[config.mk]
export PLATFORM = sky130hd
export DESIGN_NAME = fpu_sequencer
export DESIGN_NICKNAME = d
export VERILOG_FILES = /design/src/rtl/fpu_sequencer.sv
export SDC_FILE = /design/constraint.sdc
export NUM_CORES = 1
export LEC_CHECK = 0
export CORE_ASPECT_RATIO = 1.4
export CORE_MARGIN = 3
export CORE_UTILIZATION = 43
export CTS_CLUSTER_DIAMETER = 100
export DETAILED_ROUTE_END_ITERATION = 6
export PLACE_DENSITY_LB_ADDON = 0.3
export SLEW_MARGIN = 20
export SYNTH_ARGS = -nofsm -noshare
export SYNTH_HDL_FRONTEND = slang
export SYNTH_SLANG_ARGS = --single-unit
[constraint.sdc]
create_clock -name clk -period 1.49 [get_ports clk]
set_input_delay 0.3725 -clock clk [delete_from_list [all_inputs] [get_ports clk]]
set_output_delay 0.3725 -clock clk [all_outputs]
set_load 0.02 [all_outputs]
[src/rtl/fpu_sequencer.sv]
// Multicycle FP-operation sequencer: issues one op to the FPU, waits for fpu_valid, then writes back.
// Define FPU_TIMEOUT_EN to add a WAIT timeout with an ABORT cycle and a sticky err flag.
module fpu_sequencer #(
  parameter int TIMEOUT_CYCLES = 64,
  parameter int CNT_W          = 7
) (
  input  logic             clk,
  input  logic             rstn,
  input  logic             start,
  input  logic [3:0]       op_in,
  input  logic             mode_in,
  input  logic             srca_int_in,
  input  logic             dest_int_in,
  input  logic             fpu_valid,
  output logic             fpu_go,
  output logic [3:0]       fpucontrol,
  output logic             mode,
  output logic             fpusrca,
  output logic             fregwrite,
  output logic [1:0]       fregsrc,
  output logic             regwrite,
  output logic [2:0]       regsrc,
  output logic             busy,
  output logic             done,
  output logic             err,
  output logic [CNT_W-1:0] wait_cycles
);

  typedef enum logic [2:0] {
    S_IDLE,
    S_ISSUE,
    S_WAIT,
`ifdef FPU_TIMEOUT_EN
    S_ABORT,
`endif
    S_WB
  } state_t;

  state_t           state_reg, state_next;
  logic [3:0]       op_reg;
  logic             mode_reg, srca_reg, dest_reg;
  logic [CNT_W-1:0] cnt_reg;
  logic [CNT_W-1:0] wait_reg;
  logic             ctrl_en;

`ifdef FPU_TIMEOUT_EN
  logic err_reg;
  logic timeout_hit;
  assign timeout_hit = (state_reg == S_WAIT) && !fpu_valid &&
                       (cnt_reg == CNT_W'(TIMEOUT_CYCLES - 1));
  assign err = err_reg;
`else
  assign err = 1'b0;
`endif

  always_ff @(posedge clk or negedge rstn) begin
    if (!rstn) begin
      state_reg <= S_IDLE;
      op_reg    <= '0;
      mode_reg  <= 1'b0;
      srca_reg  <= 1'b0;
      dest_reg  <= 1'b0;
      cnt_reg   <= '0;
      wait_reg  <= '0;
`ifdef FPU_TIMEOUT_EN
      err_reg   <= 1'b0;
`endif
    end else begin
      state_reg <= state_next;
      case (state_reg)
        S_IDLE: begin
          if (start) begin
            op_reg   <= op_in;
            mode_reg <= mode_in;
            srca_reg <= srca_int_in;
            dest_reg <= dest_int_in;
            cnt_reg  <= '0;
`ifdef FPU_TIMEOUT_EN
            err_reg  <= 1'b0;
`endif
          end
        end
        S_WAIT: begin
          // Saturate so a very long wait reports all-ones instead of wrapping.
          if (cnt_reg != '1) cnt_reg <= cnt_reg + 1'b1;
`ifdef FPU_TIMEOUT_EN
          if (timeout_hit) err_reg <= 1'b1;
`endif
        end
        S_WB: wait_reg <= cnt_reg;
`ifdef FPU_TIMEOUT_EN
        S_ABORT: wait_reg <= CNT_W'(TIMEOUT_CYCLES);
`endif
        default: ;
      endcase
    end
  end

  always_comb begin
    state_next = state_reg;
    fpu_go     = 1'b0;
    busy       = 1'b0;
    done       = 1'b0;
    ctrl_en    = 1'b0;
    fregwrite  = 1'b0;
    fregsrc    = 2'd0;
    regwrite   = 1'b0;
    regsrc     = 3'd0;
    case (state_reg)
      S_IDLE: if (start) state_next = S_ISSUE;
      S_ISSUE: begin
        fpu_go     = 1'b1;
        busy       = 1'b1;
        ctrl_en    = 1'b1;
        state_next = fpu_valid ? S_WB : S_WAIT;
      end
      S_WAIT: begin
        busy    = 1'b1;
        ctrl_en = 1'b1;
        if (fpu_valid) state_next = S_WB;
`ifdef FPU_TIMEOUT_EN
        else if (timeout_hit) state_next = S_ABORT;
`endif
      end
      S_WB: begin
        busy    = 1'b1;
        ctrl_en = 1'b1;
        done    = 1'b1;
        if (dest_reg) begin
          regwrite = 1'b1;
          regsrc   = 3'd6;
        end else begin
          fregwrite = 1'b1;
          fregsrc   = 2'd3;
        end
        state_next = S_IDLE;
      end
`ifdef FPU_TIMEOUT_EN
      S_ABORT: begin
        busy       = 1'b1;
        ctrl_en    = 1'b1;
        done       = 1'b1;
        state_next = S_IDLE;
      end
`endif
      default: state_next = S_IDLE;
    endcase
  end

  assign fpucontrol  = ctrl_en ? op_reg : 4'd0;
  assign mode        = ctrl_en & mode_reg;
  assign fpusrca     = ctrl_en & srca_reg;
  assign wait_cycles = wait_reg;

endmodule

# ---- Word-level counts from Yosys, hierarchy flattened
# Cells that the tools add are included.
dict set report totals {
  out_inout_bits 24
  word_cells 42
  ff_bits 24
}
dict set report classes {
  eq_ne 7
  reduce_logical 6
  add_sub_neg 1
  bitwise 2
  mux 19
}
# cell n
set ops {}
lappend ops {{7-bit 2-to-1 mux} 2}
lappend ops {{7-bit case mux with 2 select lines} 1}
lappend ops {{3-bit 2-to-1 mux} 4}
lappend ops {{3-bit case mux with 3 select lines} 1}
lappend ops {{1-bit 2-to-1 mux} 8}
lappend ops {{7-bit by 1-bit adder with 7-bit output (second input constant)} 1}
lappend ops {{7-bit inequality test (second input constant)} 1}
lappend ops {{3-bit by 2-bit equality test with 1-bit output (second input constant)} 2}
lappend ops {{2-bit inequality test (second input constant)} 3}
lappend ops {{2-bit 2-to-1 mux} 2}
lappend ops {{4-bit 2-to-1 mux} 1}
lappend ops {{2-bit AND reduction} 2}
lappend ops {{3-bit by 1-bit equality test with 1-bit output (second input constant)} 1}
lappend ops {{3-bit logical NOT} 1}
lappend ops {{3-bit AND reduction} 1}
lappend ops {{3-bit OR reduction} 1}
lappend ops {{1-bit bitwise AND} 2}
lappend ops {{2-bit nonzero test} 1}

# ---- Depth between registers and ports, before layout
# Gate-level depths: netlist (run 1).
dict set report logic_depth {
  depth_word 4
  depth_mapped 6
  ltp_nobuf 5
}

# ---- Worst setup path before layout (run 1)
# Ideal clock, no wire load.
dict set report synth_timing {
  kind {register to output}
  from {register state_reg[0]}
  to {output fregsrc[0]}
  required_time_ns 1.118
  path_stages_with_launch 5
  path_slack_ns -0.435
  t_arrival_ns 1.553
  path_cell_list {dfrtp_1 -> ha_1 -> buf_2 -> nor2b_1 -> buf_4}
}
dict set report synth_via {
  elab_chain_len 2
}
# element line
set synth_rtl {}
lappend synth_rtl {{start: declaration} 39} ;# state_t state_reg, state_next;
lappend synth_rtl {{start signal: assignment} 69} ;# state_reg <= state_next;
lappend synth_rtl {{3-bit by 2-bit equality test with 1-bit output} 109} ;# case (state_reg)
lappend synth_rtl {{2-bit 2-to-1 mux} 109}
lappend synth_rtl {{end: declaration} 20} ;# output logic [1:0] fregsrc,
# No other way between the ends.

# ---- Worst setup path in the final report (run 1)
dict set report layout_timing {
  from {register state_reg[1]}
  to {output fregsrc[1]}
}
# The elaborated chain is that of the path after synthesis.

==> flow_results.org, run 1 <==
** STA
- Max Clock Freq :: 577.9 MHz
- Unrepaired setup endpoints after global routing :: true
- Final max-slew violation count :: 0
- After layout, the worst setup slack is -240.4 ps.
- After layout, the worst path uses 116.1% of the clock period.
- Final Setup Violations :: 23
- Final count of hold timing violations :: 0
- Max Clock Skew :: 1.631 ps
- Time the final worst path needs with I/O delays and setup :: 1730 ps
- Setup TNS :: -3641 ps

** Power
- In this run the static leakage power is 0.8735 nW.
- Of the total power, the clock network draws 7.7%.
- VDD sags by at most 0.001510 V.
- The analysis attributes to net switching a power of 0.001577 W.
- Fraction of power consumed by combinational cells :: 66.0%
- Sequential cells burn 26.3% of the power.
- Power comes to 0.003869 W.
- Cell internal power was estimated by the tool at 0.002292 W.
- In this run the power density over the cells is 1999 nW/um^2.
- Net switching fraction of the power :: 40.75%

** Synth
- Proportion of netlist area held by the largest area contributor :: 44.83%
- Average footprint of a synthesized cell :: 11.16 um^2
- Yosys mapped the design onto 31 distinct sky130hd cell types.
- Yosys printed 0 warnings.
- FF+latch count, synth :: 23
- By count the netlist is led by 23 x sky130_fd_sc_hd__dfrtp_1, 16 x sky130_fd_sc_hd__mux2_2, 7 x sky130_fd_sc_hd__ha_1, 7 x sky130_fd_sc_hd__nor2b_1.
- In this run, synthesis inferred 0 flip-flops with an integrated enable.
- Gate count of the mapped netlist :: 115
- Cell types with the largest area share after synthesis :: sky130_fd_sc_hd__dfrtp_1 45%, sky130_fd_sc_hd__mux2_2 14%, sky130_fd_sc_hd__ha_1 6.8%
- By instance count, the leading cell after synthesis is sky130_fd_sc_hd__dfrtp_1.
- For this run, the register share of the synthesized area comes to 44.83%.
- Of all cell types, the one taking the most synthesized area is sky130_fd_sc_hd__dfrtp_1.
- Top FF cell, synth :: sky130_fd_sc_hd__dfrtp_1
- Of all flip-flops after synthesis, the portion carrying an async set or reset was 100.0%.
- Post-Syn Area :: 1284 um^2

** Layout
- Count of nets after finishing :: 176
- Layout fillers :: 186
- Core occupancy in the finished layout :: 71.03%
- Cells with a size suffix above 1 make up 52.87% of the layout.
- 0 antenna diodes ended up in the layout.
- The area growth from synthesis to layout is 50.78%.

** Clock tree
- Bufs on Longest Clock Path :: 2
- In this run the number of H-tree levels came out at 1.
- Hold-fix buffer count after cts :: 0
- The clock net in this run drives a total of 23 sinks.
- The clock reaches the later pin of the worst-skew pair after 320 ps.
- TritonCTS built the clock tree.
- Root Driver :: sky130_fd_sc_hd__clkbuf_4
- Number of buffers added by the clock tree synthesis step :: 3
- After clock tree synthesis, the clock-pin slew on the worst setup and hold paths is 130 ps.

** Run status
- Outcome :: complete, but fails checks
- The checks that failed: negative setup slack.

** Placement
- Port buffer count :: 32
- Detailed placement ended at an HPWL of 2034 um.
- OpenSTA, run right after detailed placement, puts the worst setup slack at -392.3 ps.
- RD Place Congestion :: 0.8614

** Flow run
- Maxcap violations :: 0

** Detailed routing
- WL/cell :: 15.54 um
- After the first detailed-routing iteration, the DRC count stood at 35.
- Via density per instance :: 5.233
- The detailed router placed 1010 vias in this run.
- The final layout contains routed wiring with a total length of 3000 um.
- The count of nets left with antenna violations once routing finished came out at 0.
- Before antenna repair, the detailed router went through 4 iterations.
- For this run, design rule violations remaining after detail routing come to 0.

** Worst hold path
- Classification of the worst-slack hold path :: in2async

** Critical path
- STA classifies the critical path startpoint as a register.
- Crit Path Category :: reg2out
- For this run, the slowest stage of the critical path takes 450 ps.
- For the worst setup path, the data arrival time is 1360 ps.
- CP max-delay cell :: sky130_fd_sc_hd__dfrtp_1
- R2R setup slack :: -120 ps
- The critical path goes through buf_6 -> ha_4 -> nor2b_4 -> buf_4.
- Terminus of the critical flop-to-flop path :: cnt_reg[2]
- Data on the critical path is required at its endpoint by 1120 ps.
- Highest fanout seen on the critical path :: 5
- For the worst flop-to-flop path, the logic depth is 7.
- Beginning of the worst register-to-register path :: state_reg[0]
- Critical Path Sink Type :: primary output

** Floorplanning
- For this configuration, the core starts out at a cell density of 47.11%.
- Core Area :: 2725 um^2
- In this run the core area contains 22 standard-cell rows.
- Total Die Area :: 3687 um^2
- Die span in y :: 70.65 um
- Horizontal die dimension :: 52.18 um
- 35 I/O pins were placed.

** Global routing
- Global routing finished with a remaining overflow of 0.
- The first global-routing pass estimated 4802 um of wire.
- Total routing usage reported by global routing :: 17.25%
- The number of antenna violations at the first check in global routing was 0.
- Via count of the first global-routing pass :: 1056
- Entering global routing, the biggest net connects 24 pins.
-- kinds of logic (layout without fill, tap and decap cells) --
kind of cell,after synthesis,count (layout),share of synthesized area (%)
AO/OA/AOI/OAI,17,17,8.869
adder cells (fa/ha/maj),7,7,6.822
buffers and inverters,18,59,8.577
other,1,2,0.2921
multiplexers,18,18,15.59
flip-flops,23,23,44.83
AND/OR/NAND/NOR,31,31,15.01
-- worst max-delay path, delay by kind of cell (launching register included) --
family	cells	cell delay, ps
buffers and inverters	2	290
flip-flops	1	450
AND/OR/NAND/NOR	1	130
adder cells (fa/ha/maj)	1	170
-- per-layer routing --
| layer | global-route usage (%) | wire (um) |
|---|---|---|
| met4 | 9.091 | 99 |
| met2 | 32.17 | 1687 |
| met3 | 2.316 | 152 |
| met5 | 0 | 0 |
| met1 | 17.84 | 1060 |
-- power by group through the flow --
stage	registers, W	logic, W	clock network, W
2_1_floorplan	0.00103	0.00122	0
3_3_place_gp	0.000987	0.00203	0
3_5_place_dp	0.000998	0.00209	0
4_1_cts	0.00100	0.00234	0.000302
5_1_grt	0.00104	0.00274	0.000329
6_report	0.00102	0.00255	0.000300
-- layout make-up --
cell class / instances / area, um^2 / share of cell area, %
clock buffer: 3 / 22.52 / 1.164
timing repair buffer: 49 / 454.2 / 23.46
multi-input combinational: 75 / 810.8 / 41.89
sequential: 23 / 575.6 / 29.73
tap: 36 / 45.04 / 2.327
inverter: 6 / 22.52 / 1.164
clock inverter: 1 / 5.005 / 0.2586
-- worst max-delay path by stage --
stage,startpoint,to,slack [ps],depth (start not counted)
3_3_place_gp,state_reg[1],fregsrc[1],-300,4
2_1_floorplan,state_reg[1],fregsrc[0],-30,4
6_report,state_reg[1],fregsrc[1],-240,4
4_1_cts,state_reg[1],fregsrc[1],-250,4
3_5_place_dp,state_reg[1],fpusrca,-390,4
5_1_grt,state_reg[0],fregsrc[0],-300,4
-- repair_timing --
action	4_1_cts	5_1_grt
buffers inserted	1	2
resized for setup	114	18
endpoints found under the setup margin	36	28
pin swaps	11	3
-- stage by stage --
stage | std cells | area [um^2] | hold slack (ps)
floorplan | 116 | 1326 | 76.91
finish | 193 | 1936 | 377.2
detailed placement | 187 | 1707 | 492.9
global route | 193 | 1936 | 393.8
global placement | 187 | 1707 | 490.4
CTS | 192 | 1844 | 385.4
-- layout by cell type (no fill, tap or decap), types with 3 or more instances in the layout --
cell / synthesis / routed
sky130_fd_sc_hd__nor2b_4: 1 / 5
sky130_fd_sc_hd__mux2_2: 16 / 14
sky130_fd_sc_hd__dfrtp_1: 23 / 23
sky130_fd_sc_hd__ha_4: 0 / 5
sky130_fd_sc_hd__clkbuf_4: 0 / 3
sky130_fd_sc_hd__inv_1: 6 / 3
sky130_fd_sc_hd__buf_6: 2 / 14
sky130_fd_sc_hd__clkdlybuf4s50_1: 0 / 10
sky130_fd_sc_hd__a21oi_1: 5 / 4
sky130_fd_sc_hd__dlygate4sd2_1: 0 / 7
sky130_fd_sc_hd__inv_2: 0 / 3
sky130_fd_sc_hd__nor2b_1: 7 / 3
sky130_fd_sc_hd__buf_4: 6 / 18
sky130_fd_sc_hd__and2_1: 4 / 3
sky130_fd_sc_hd__nand2_1: 4 / 3
sky130_fd_sc_hd__nand4_1: 3 / 3
(Power assumes the default switching activity.)
==> inputs of run 2 (changes only) <==
CORE_UTILIZATION = 39   (was 43)
SETUP_SLACK_MARGIN = 0.02   (was unset)
==> flow_results.org, run 2 (same netlist as run 1, synthesis figures left out) <==
** Run status
- Outcome :: complete, but fails checks (unchanged)
- Failing checks: negative setup slack (unchanged).

** STA
- The setup slack after layout was -157.9 ps (was -240.4 ps).
- The period utilization is 110.6% (was 116.1%).
- The final number of max-transition violations came to 0 (unchanged).
- The fmax came to 606.8 MHz (was 577.9 MHz).
- The count of final setup violators came to 17 (was 23).
- Time the final worst path needs with I/O delays and setup :: 1648 ps (was 1730 ps)
- Unrepaired setup endpoints after global routing: true (unchanged).
- The hold violation total from the final report is 0 (unchanged).
- Max Clock Skew :: 2.207 ps (was 1.631 ps)

** Layout
- Core occupancy in the finished layout :: 62.14% (was 71.03%)
- The most frequent standard cell in the layout excluding fill and tap cells is sky130_fd_sc_hd__dfrtp_1 (unchanged).
- Count of nets after finishing :: 176 (unchanged)
- The synthesis-to-layout area growth is 51.17% (was 50.78%).
- Most used cells in the layout excluding fill and tap cells: 23 x sky130_fd_sc_hd__dfrtp_1, 18 x sky130_fd_sc_hd__buf_4, 15 x sky130_fd_sc_hd__mux2_2 (was 23 x sky130_fd_sc_hd__dfrtp_1, 18 x sky130_fd_sc_hd__buf_4, 14 x sky130_fd_sc_hd__mux2_2, 14 x sky130_fd_sc_hd__buf_6, 10 x sky130_fd_sc_hd__clkdlybuf4s50_1).
- Ant. Diodes :: 0 (unchanged)
- The fraction of final layout cells sized beyond drive strength 1 was 51.59% (was 52.87%).

** Clock tree
- Clock input transition at the sequential cells of the worst setup and hold paths :: 80 ps (was 130 ps)
- CTS H-Tree Depth :: 1 (unchanged)
- The master cell of the clock root buffer is sky130_fd_sc_hd__clkbuf_8 (was sky130_fd_sc_hd__clkbuf_4).
- The total CTS buffers came to 3 (unchanged).
- The CTS tree is yes (unchanged).
- Bufs on Longest Clock Path :: 2 (unchanged)
- Sinks on the clock net :: 23 (unchanged)
- The clock insertion delay at the later pin of the skew report came to 270 ps (was 320 ps).
- The cts-stage hold buffer count is 0 (unchanged).

** Floorplanning
- Horizontal die dimension :: 54.49 um (was 52.18 um)
- The count of standard-cell rows was 24 (was 22).
- The effective utilization at floorplan came to 41.11% (was 47.11%).
- The area of the core region is 3123 um^2 (was 2725 um^2).
- The die extent in y was 73.89 um (was 70.65 um).
- The top-level port count came to 35 (unchanged).
- Total Die Area :: 4026 um^2 (was 3687 um^2)

** Detailed routing
- The routed length per placed instance is 14.15 um (was 15.54 um).
- First-pass detailed-route iteration total :: 4 (unchanged)
- DR iter-0 viols :: 33 (was 35)
- Via density per instance :: 5.087 (was 5.233)
- Via count of the routed design :: 997 (was 1010)
- The number of nets with antenna violations after detailed routing is 0 (unchanged).
- The count of unresolved DRC violations after routing is 0 (unchanged).
- The final wirelength was 2773 um (was 3000 um).

** Power
- The worst-case vdd ir drop came to 0.001113 V (was 0.001510 V).
- Power per Cell Area :: 1999 nW/um^2 (about the same)
- Leakage dissipation :: 0.8737 nW (was 0.8735 nW)
- Overall power :: 0.003879 W (was 0.003869 W)

** Critical path
- The setup slack on the worst flop-to-flop path is -50 ps (was -120 ps).
- Highest fanout seen on the critical path :: 5 (unchanged)
- The required arrival time at the worst endpoint came to 1120 ps (about the same).
- Cell depth of the worst flop-to-flop path :: 6 (was 7)
- Type of origin of the critical path :: register (unchanged)
- Critical path data arrival time :: 1280 ps (was 1360 ps)
- The critical path class is reg2out (unchanged).
- Terminus of the critical flop-to-flop path :: state_reg[0] (was cnt_reg[2])
- The critical path endpoint category is a primary output (unchanged).
- The startpoint of the worst-slack reg-to-reg timing path is state_reg[0] (unchanged).

** Placement
- The number of port buffers is 32 (unchanged).
- Worst-case setup slack after placement :: -341.6 ps (was -392.3 ps)
- DP HPWL :: 1963 um (was 2034 um)
- RD Place Congestion :: 0.7538 (was 0.8614)

** Global routing
- Total routing usage reported by global routing :: 14.86% (was 17.25%)
- The number of antenna violations at the first check in global routing came to 0 (unchanged).
- The sum of overflow across all layers after global routing came to 0 (unchanged).
- The pin count of the biggest net entering global routing was 24 (unchanged).
- The number of global-route vias before repair is 957 (was 1056).
- Global-route wire length before repair :: 4326 um (was 4802 um)

** Worst hold path
- The worst hold-check path type is in2async (unchanged).

** Flow run
- Maxcap violations :: 0 (unchanged)
## run 2: worst max path at each step
stage / start / to / slack (ps) / cells past startpoint
after global placement: state_reg[0] / fpucontrol[2] / -290 / 4
final: state_reg[0] / fregwrite / -160 / 4
after detailed placement: state_reg[0] / fpucontrol[1] / -340 / 4
after floorplan: state_reg[1] / fregsrc[0] / -20 / 4
after global routing: state_reg[0] / fregsrc[0] / -230 / 4
after CTS: state_reg[0] / fregsrc[1] / -150 / 4
## run 2: final cells by class
class	count	area [um^2]
fillers	267	1182
flip-flops and latches	23	575.6
inverters	6	22.52
well taps	39	48.80
multi-input cells	75	793.3
clock buffers	3	41.29
repair buffers	49	454.2
clock inverters	1	5.005
## run 2: stage by stage
| stage | area [um^2] | hold slack, ps | setup TNS, ps | cells |
|---|---|---|---|---|
| finish | 1941 | 454.4 | -1665 | 196 |
| global route | 1941 | 468.3 | -2804 | 196 |
| CTS | 1793 | 468.3 | -1822 | 194 |
| detailed placement | 1703 | 487.2 | -6632 | 189 |
| global placement | 1703 | 482.2 | -6129 | 189 |
| floorplan | 1330 | 76.91 | -30.54 | 116 |
## run 2: timing repair
item / in CTS / in global routing
setup endpoints to repair: 38 / 29
gates cloned: 0 / 0
resized for setup: 96 / 32
setup buffers: 1 / 2
pin swaps: 1 / 14
## run 2: report_power, final
part / switching (W) / internal [W]
logic: 0.00118 / 0.00134
registers: 0.000142 / 0.000831
clock network: 0.000204 / 0.000187
## run 2: critical path, stage by stage, from the launching register on
cell and delay, ps:
sky130_fd_sc_hd__dfrtp_1 400, sky130_fd_sc_hd__buf_6 130, sky130_fd_sc_hd__ha_4 150, sky130_fd_sc_hd__nor2b_4 190
sky130_fd_sc_hd__buf_6 130
## run 2: metal layers
metal / vias up / GRT usage (%) / share of wire, %
met3: 4 / 2.231 / 3.8
met2: 23 / 25.70 / 57
met4: 0 / 7.756 / 1.4
met5: - / 0 / 0
li1: 481 / - / -
met1: 489 / 16.94 / 38
==> inputs of run 3 (changes only) <==
RECOVER_POWER = 25   (was unset)
==> flow_results.org, run 3 (same netlist as run 1, synthesis figures left out) <==
** Global routing
- Global-route wire length before repair :: 4326 um (unchanged)
- The number of antenna violations at the first check in global routing is 0 (unchanged).
- Pin count of the biggest net entering global routing :: 24 (unchanged)
- Via count of the first global-routing pass :: 957 (unchanged)
- Global-route congestion overflow total :: 0 (unchanged)
- Total routing usage reported by global routing :: 14.86% (unchanged)

** Power
- The power share of the clock group was 10.1% (about the same).
- Leakage dissipation :: 0.8733 nW (was 0.8737 nW)
- Cell Int Power :: 0.002353 W (was 0.002354 W)
- The switching share of power came to 39.32% (was 39.30%).
- The worst-case vdd ir drop is 0.001112 V (was 0.001113 V).
- Fraction of power consumed by combinational cells :: 64.8% (about the same)
- Psw :: 0.001525 W (about the same)
- Power per Cell Area :: 2001 nW/um^2 (was 1999 nW/um^2)
- Sequential power share :: 25.1% (about the same)

** Worst hold path
- The worst hold-check path type is reg2reg (was in2async).
- Number of cells on the worst hold path :: 1

** Critical path
- Critical Path Sink Type :: primary output (unchanged)
- Cell depth of the worst setup path :: 4 (unchanged)
- The maximum net fanout on the critical path is 5 (unchanged).
- The kind of start point of the critical path is a register (unchanged).
- Delay of the slowest cell on the worst path :: 400 ps (about the same)
- CP max-delay cell :: sky130_fd_sc_hd__dfrtp_1 (unchanged)
- The number of cell instances on the worst register-to-register path is 6 (unchanged).
- The critical path class is reg2out (unchanged).
- List of cells traversed by the critical path :: buf_6 -> ha_4 -> nor2b_4 -> buf_6 (unchanged)
- The family of cells with the greatest summed delay on the critical path is flip-flops (unchanged).
- The arrival time of the worst setup path came to 1280 ps (about the same).
- The dominant cell type by count on the critical path is sky130_fd_sc_hd__buf_6 (unchanged).
- The required arrival time at the worst endpoint was 1120 ps (about the same).
- Buffer and inverter count on the worst path :: 2 (unchanged)

** STA
- Max-slew headroom at the worst pin :: 62.08%
- Final Setup Violations :: 17 (unchanged)
- Measured slew at the worst slew-check pin :: 568.7 ps
- The hold violation total from the final report is 0 (unchanged).
- Unrepaired setup endpoints after global routing :: true (unchanged)
- Final max-slew violation count :: 0 (unchanged)
- The maximum clock skew at final layout was 2.207 ps (unchanged).
- The period utilization is 110.6% (about the same).
- Max Clock Freq :: 606.8 MHz (unchanged)
- Time the final worst path needs with I/O delays and setup :: 1648 ps (about the same)
- Least setup slack across all paths after layout :: -157.9 ps (about the same)

** Detailed routing
- Met1 Routed Length :: 1040 um (unchanged)
- Number of nets with antenna violations after detailed routing :: 0 (unchanged)
- Highest metal layer with signal wires :: met4 (unchanged)
- Met2 WL :: 1588 um (unchanged)
- The vias after detailed routing came to 997 (unchanged).
- Length of routed met3 wiring :: 105 um (unchanged)
- The count of unresolved DRC violations after routing was 0 (unchanged).
- WL/cell :: 14.14 um (was 14.15 um)
- Via density per instance :: 5.087 (unchanged)
- First-pass detailed-route iteration total :: 4 (unchanged)
- The detailed router's first-iteration violation count was 33 (unchanged).
- Detailed-route wire length :: 2771 um (was 2773 um)

** Placement
- The number of port buffers was 32 (unchanged).
- DP HPWL :: 1963 um (unchanged)
- The final weighted congestion in routability-driven placement was 0.7538 (unchanged).
- The post-placement setup slack is -341.6 ps (unchanged).

** Layout
- Most used cells in the layout excluding fill and tap cells: 23 x sky130_fd_sc_hd__dfrtp_1, 17 x sky130_fd_sc_hd__buf_4, 15 x sky130_fd_sc_hd__mux2_2 (was 23 x sky130_fd_sc_hd__dfrtp_1, 18 x sky130_fd_sc_hd__buf_4, 15 x sky130_fd_sc_hd__mux2_2).
- Fraction of layout cells with a size suffix above 1 :: 51.59% (unchanged)
- The count of nets after finishing is 176 (unchanged).
- Growth of design area from synthesis to finish :: 50.97% (was 51.17%)
- Layout fillers :: 266 (was 267)
- The sequential cell area came to 575.6 um^2 (unchanged).
- The most frequent standard cell in the layout excluding fill and tap cells is sky130_fd_sc_hd__dfrtp_1 (unchanged).
- The number of antenna diodes is 0 (unchanged).
- Core occupancy in the finished layout :: 62.06% (was 62.14%)
- The area of the multi-input gates came to 793.3 um^2 (unchanged).

** Clock tree
- Hold-fix buffer count after cts :: 0 (unchanged)
- The master cell of the clock root buffer is sky130_fd_sc_hd__clkbuf_8 (unchanged).
- Number of buffers added by the clock tree synthesis step :: 3 (unchanged)
- The clock insertion delay at the later pin of the skew report was 270 ps (about the same).
- Clock tree from TritonCTS :: yes (unchanged)
- The maximum level of the CTS H-tree is 1 (unchanged).
- Bufs on Longest Clock Path :: 2 (unchanged)
- The number of sinks on the clock net is 23 (unchanged).
- The clock transition at the register clock pins on the worst setup and hold paths after CTS came to 80 ps (about the same).

** Floorplanning
- The die area is 4026 um^2 (unchanged).
- The effective utilization at floorplan is 41.11% (unchanged).
- The horizontal extent of the die was 54.49 um (unchanged).
- The count of standard-cell rows was 24 (unchanged).
- The die extent in y came to 73.89 um (unchanged).
- The area of the core region was 3123 um^2 (unchanged).
- Top Ports :: 35 (unchanged)

** Run status
- Outcome :: complete, but fails checks (unchanged)
- Failing checks :: negative setup slack (unchanged)

** Flow run
- Maxcap violations :: 0 (unchanged)
[run 3: changes by cell type in the layout (fill, tap and decap cells not counted), sizes merged]
cell | before | now
buf | 32 | 31
clkbuf | 3 | 4
clkdlybuf4s50 | 10 | 9
dlygate4sd3 | 0 | 1
[run 3: final cells by class]
type / instances / area share (%)
clock buffers: 3 / 2.130
clock inverters: 1 / 0.2582
inverters: 6 / 1.162
multi-input cells: 75 / 40.93
flip-flops and latches: 23 / 29.70
well taps: 39 / 2.518
repair buffers: 49 / 23.31
[run 3: repair_timing]
| action | CTS | global route |
|---|---|---|
| gates resized for setup | 96 | 32 |
| pin swaps | 1 | 14 |
| setup buffers | 1 | 2 |
| setup endpoints to repair | 38 | 29 |
[run 3: metrics by stage]
stage | hold slack, ps | instance area [um^2] | TNS (ps) | instances | total power [W]
global route | 518.0 | 1938 | -2804 | 196 | 0.004143
global placement | 482.2 | 1703 | -6129 | 189 | 0.003006
floorplan | 76.91 | 1330 | -30.54 | 116 | 0.002248
detailed placement | 487.2 | 1703 | -6632 | 189 | 0.003062
CTS | 468.3 | 1793 | -1822 | 194 | 0.003555
finish | 502.7 | 1938 | -1665 | 196 | 0.003877
[run 3: power by group through the flow]
stage | combinational [W] | sequential (W) | clock [W]
floorplan | 0.00122 | 0.00103 | 0
global placement | 0.00204 | 0.000962 | 0
detailed placement | 0.00210 | 0.000966 | 0
CTS | 0.00220 | 0.000955 | 0.000395
global route | 0.00271 | 0.00100 | 0.000432
finish | 0.00251 | 0.000974 | 0.000391
[run 3: path summary, 6_finish.rpt]
| kind | start | to | slack [ps] |
|---|---|---|---|
| min reg2reg | op_reg[3] | op_reg[3] | 500 |
| max in group asynchronous | rstn | state_reg[1] | 490 |
| min | op_reg[3] | op_reg[3] | 500 |
| max | state_reg[0] | fregwrite | -160 |
| max reg2reg | state_reg[0] | state_reg[0] | -50 |
| min in group asynchronous | rstn | wait_cycles[1] | 620 |
[run 3: metal layers]
metal  track usage, %  vias to the layer above
met3            2.231                        4
met4            7.756                        0
met2            25.70                       23
met1            16.94                      489
li1                 -                      481
met5                0                        -
==> variant (flow settings as in run 2) <==
Add an input register stage for `mode_in`, without a reset; this delays it by one clock. The other inputs are not delayed to match.
--- a/src/rtl/fpu_sequencer.sv
+++ b/src/rtl/fpu_sequencer.sv
@@ -37,4 +37,10 @@
   } state_t;
 
+  logic mode_q;
+
+  always_ff @(posedge clk) begin
+    mode_q <= mode_in;
+  end
+
   state_t           state_reg, state_next;
   logic [3:0]       op_reg;
@@ -72,5 +78,5 @@
           if (start) begin
             op_reg   <= op_in;
-            mode_reg <= mode_in;
+            mode_reg <= mode_q;
             srca_reg <= srca_int_in;
             dest_reg <= dest_int_in;
Function: changed (Yosys sat finds a counterexample within 4 cycles, from zero or initial values and one cycle with rstn low).
==> variant against run 2 <==
  * The flow still finishes with violations (setup timing)
  * Critical path depth unchanged
  * Synthesized area down 6.5%
  * Routed wire length down 8.2%
  * Final area down 6.3%
  * Total power down 5.8%
  * Worst setup slack better by 0.075 ns
  * Final cell count down 4.1%
  * First-iteration DRC count down 52%
  * Sequential share of layout area up 3.2 points
  * Utilization up 0.45 points
  * Sequential power down 2.3%
  * Sequential cell count up 1
  * Non-clock buffer count unchanged
  * Largest cell class unchanged
  * Highest routed layer unchanged
==> variant: results (changes against run 2) <==
status=finished with violations (unchanged); violated checks=setup timing (unchanged); net switching power of the design=1.36 mW (was 1.52 mW); via count=908 (was 997); Setup WS post-layout=-0.0828 ns (was -0.158 ns); commonest cells in the netlist=dfrtp_1 (23), mux2_2 (14), o21ai_0 (10) (was dfrtp_1 (23), mux2_2 (16), ha_1 (7), nor2b_1 (7)); number of cells on the worst reg-to-reg path=7 (was 6); Setup Slack @ Placement=-0.363 ns (was -0.342 ns); global-route wire length before repair=4170 um (was 4330 um); Final #Nets=170 (was 176); VDD IR-drop max=1470 uV (was 1110 uV); Distinct cells, synth=25 (was 31); GP Congestion=0.866 (was 0.754); Fillers=238 (was 267); post-cts resize count=110 (was 96); CTS hold repair buffers=0 (unchanged); DR pass1 iterations=2 (was 4); DP Wirelength=1880 um (was 1960 um); CP Data Arrival Time=1.20 ns (was 1.28 ns); Lkg Pwr=0.857 nW (was 0.874 nW); layout cells sized above 1=50.3% (was 51.6%); setup TNS=-1.23 ns (was -1.66 ns); Clock Skew=0.00623 ns (was 0.00221 ns); pin count of the biggest net entering global routing=24 (unchanged); Post-CTS Setup Bufs=0 (was 1); DRT iter0 DRCs=16 (was 33); synth top area cells=dfrtp_1 (48%), mux2_2 (13%), ha_1 (7.3%), o21ai_0 (4.2%), buf_4 (3.8%) (was dfrtp_1 (45%), mux2_2 (14%), ha_1 (6.8%), buf_4 (3.5%), nor2b_1 (3.4%)); r2r endpoint=cnt_reg[5] (was state_reg[0]); gr usage total=14.4% (was 14.9%); Comb. pwr=2.13 mW (was 2.51 mW); sequential area share after synthesis=49.6% (was 44.8%); final setup fails=21 (was 17)
variant: metrics by stage:
step / instance area, um^2 / cells / power, mW
2_1_floorplan: 1220 / 106 / 2.00
3_3_place_gp: 1650 / 184 / 2.77
3_5_place_dp: 1650 / 184 / 2.82
4_1_cts: 1780 / 188 / 3.59
5_1_grt: 1820 / 188 / 3.86
6_report: 1820 / 188 / 3.65
variant: layout make-up:
class | instances | area, um^2 | share of cell area (%)
clock buffers | 3 | 41.3 | 2.27
repair buffers | 49 | 447 | 24.6
flip-flops and latches | 24 | 598 | 32.9
clock inverters | 1 | 30.0 | 1.65
well taps | 37 | 46.3 | 2.54
inverters | 5 | 18.8 | 1.03
multi-input cells | 69 | 638 | 35.1
variant: logic make-up after synthesis:
group	after synthesis	synth area share, %
fa+ha+maj	7	7.30
mux	14	13.1
other cells	1	0.313
buf+inv	13	6.57
simple gates	27	12.1
flops	24	49.6
compound gates	19	10.9
variant: how the worst max path moves through the flow:
stage                       startpoint             to  cells after the start
after floorplan           state_reg[0]     fregsrc[0]                      4
after global placement    state_reg[0]           mode                      4
after detailed placement  state_reg[0]  fpucontrol[0]                      4
after CTS                 state_reg[0]     cnt_reg[5]                      7
after global routing      state_reg[0]     cnt_reg[5]                      7
final                     state_reg[1]  fpucontrol[0]                      4
variant: per-layer routing:
metal	vias to the layer above	global-route usage, %	wire length [um]
met1	438	15.4	918
met2	24	27.1	1480
met5	-	0	0
li1	441	-	-
met3	5	2.49	104
met4	0	5.40	39
variant: worst max-delay path, delay by kind of cell (launching register included):
kind                       cells  cell delay [ns]
DFF                            1             0.41
buffers and inverters          2             0.22
adders and majority gates      1             0.18
and+or+nand+nor                1             0.12
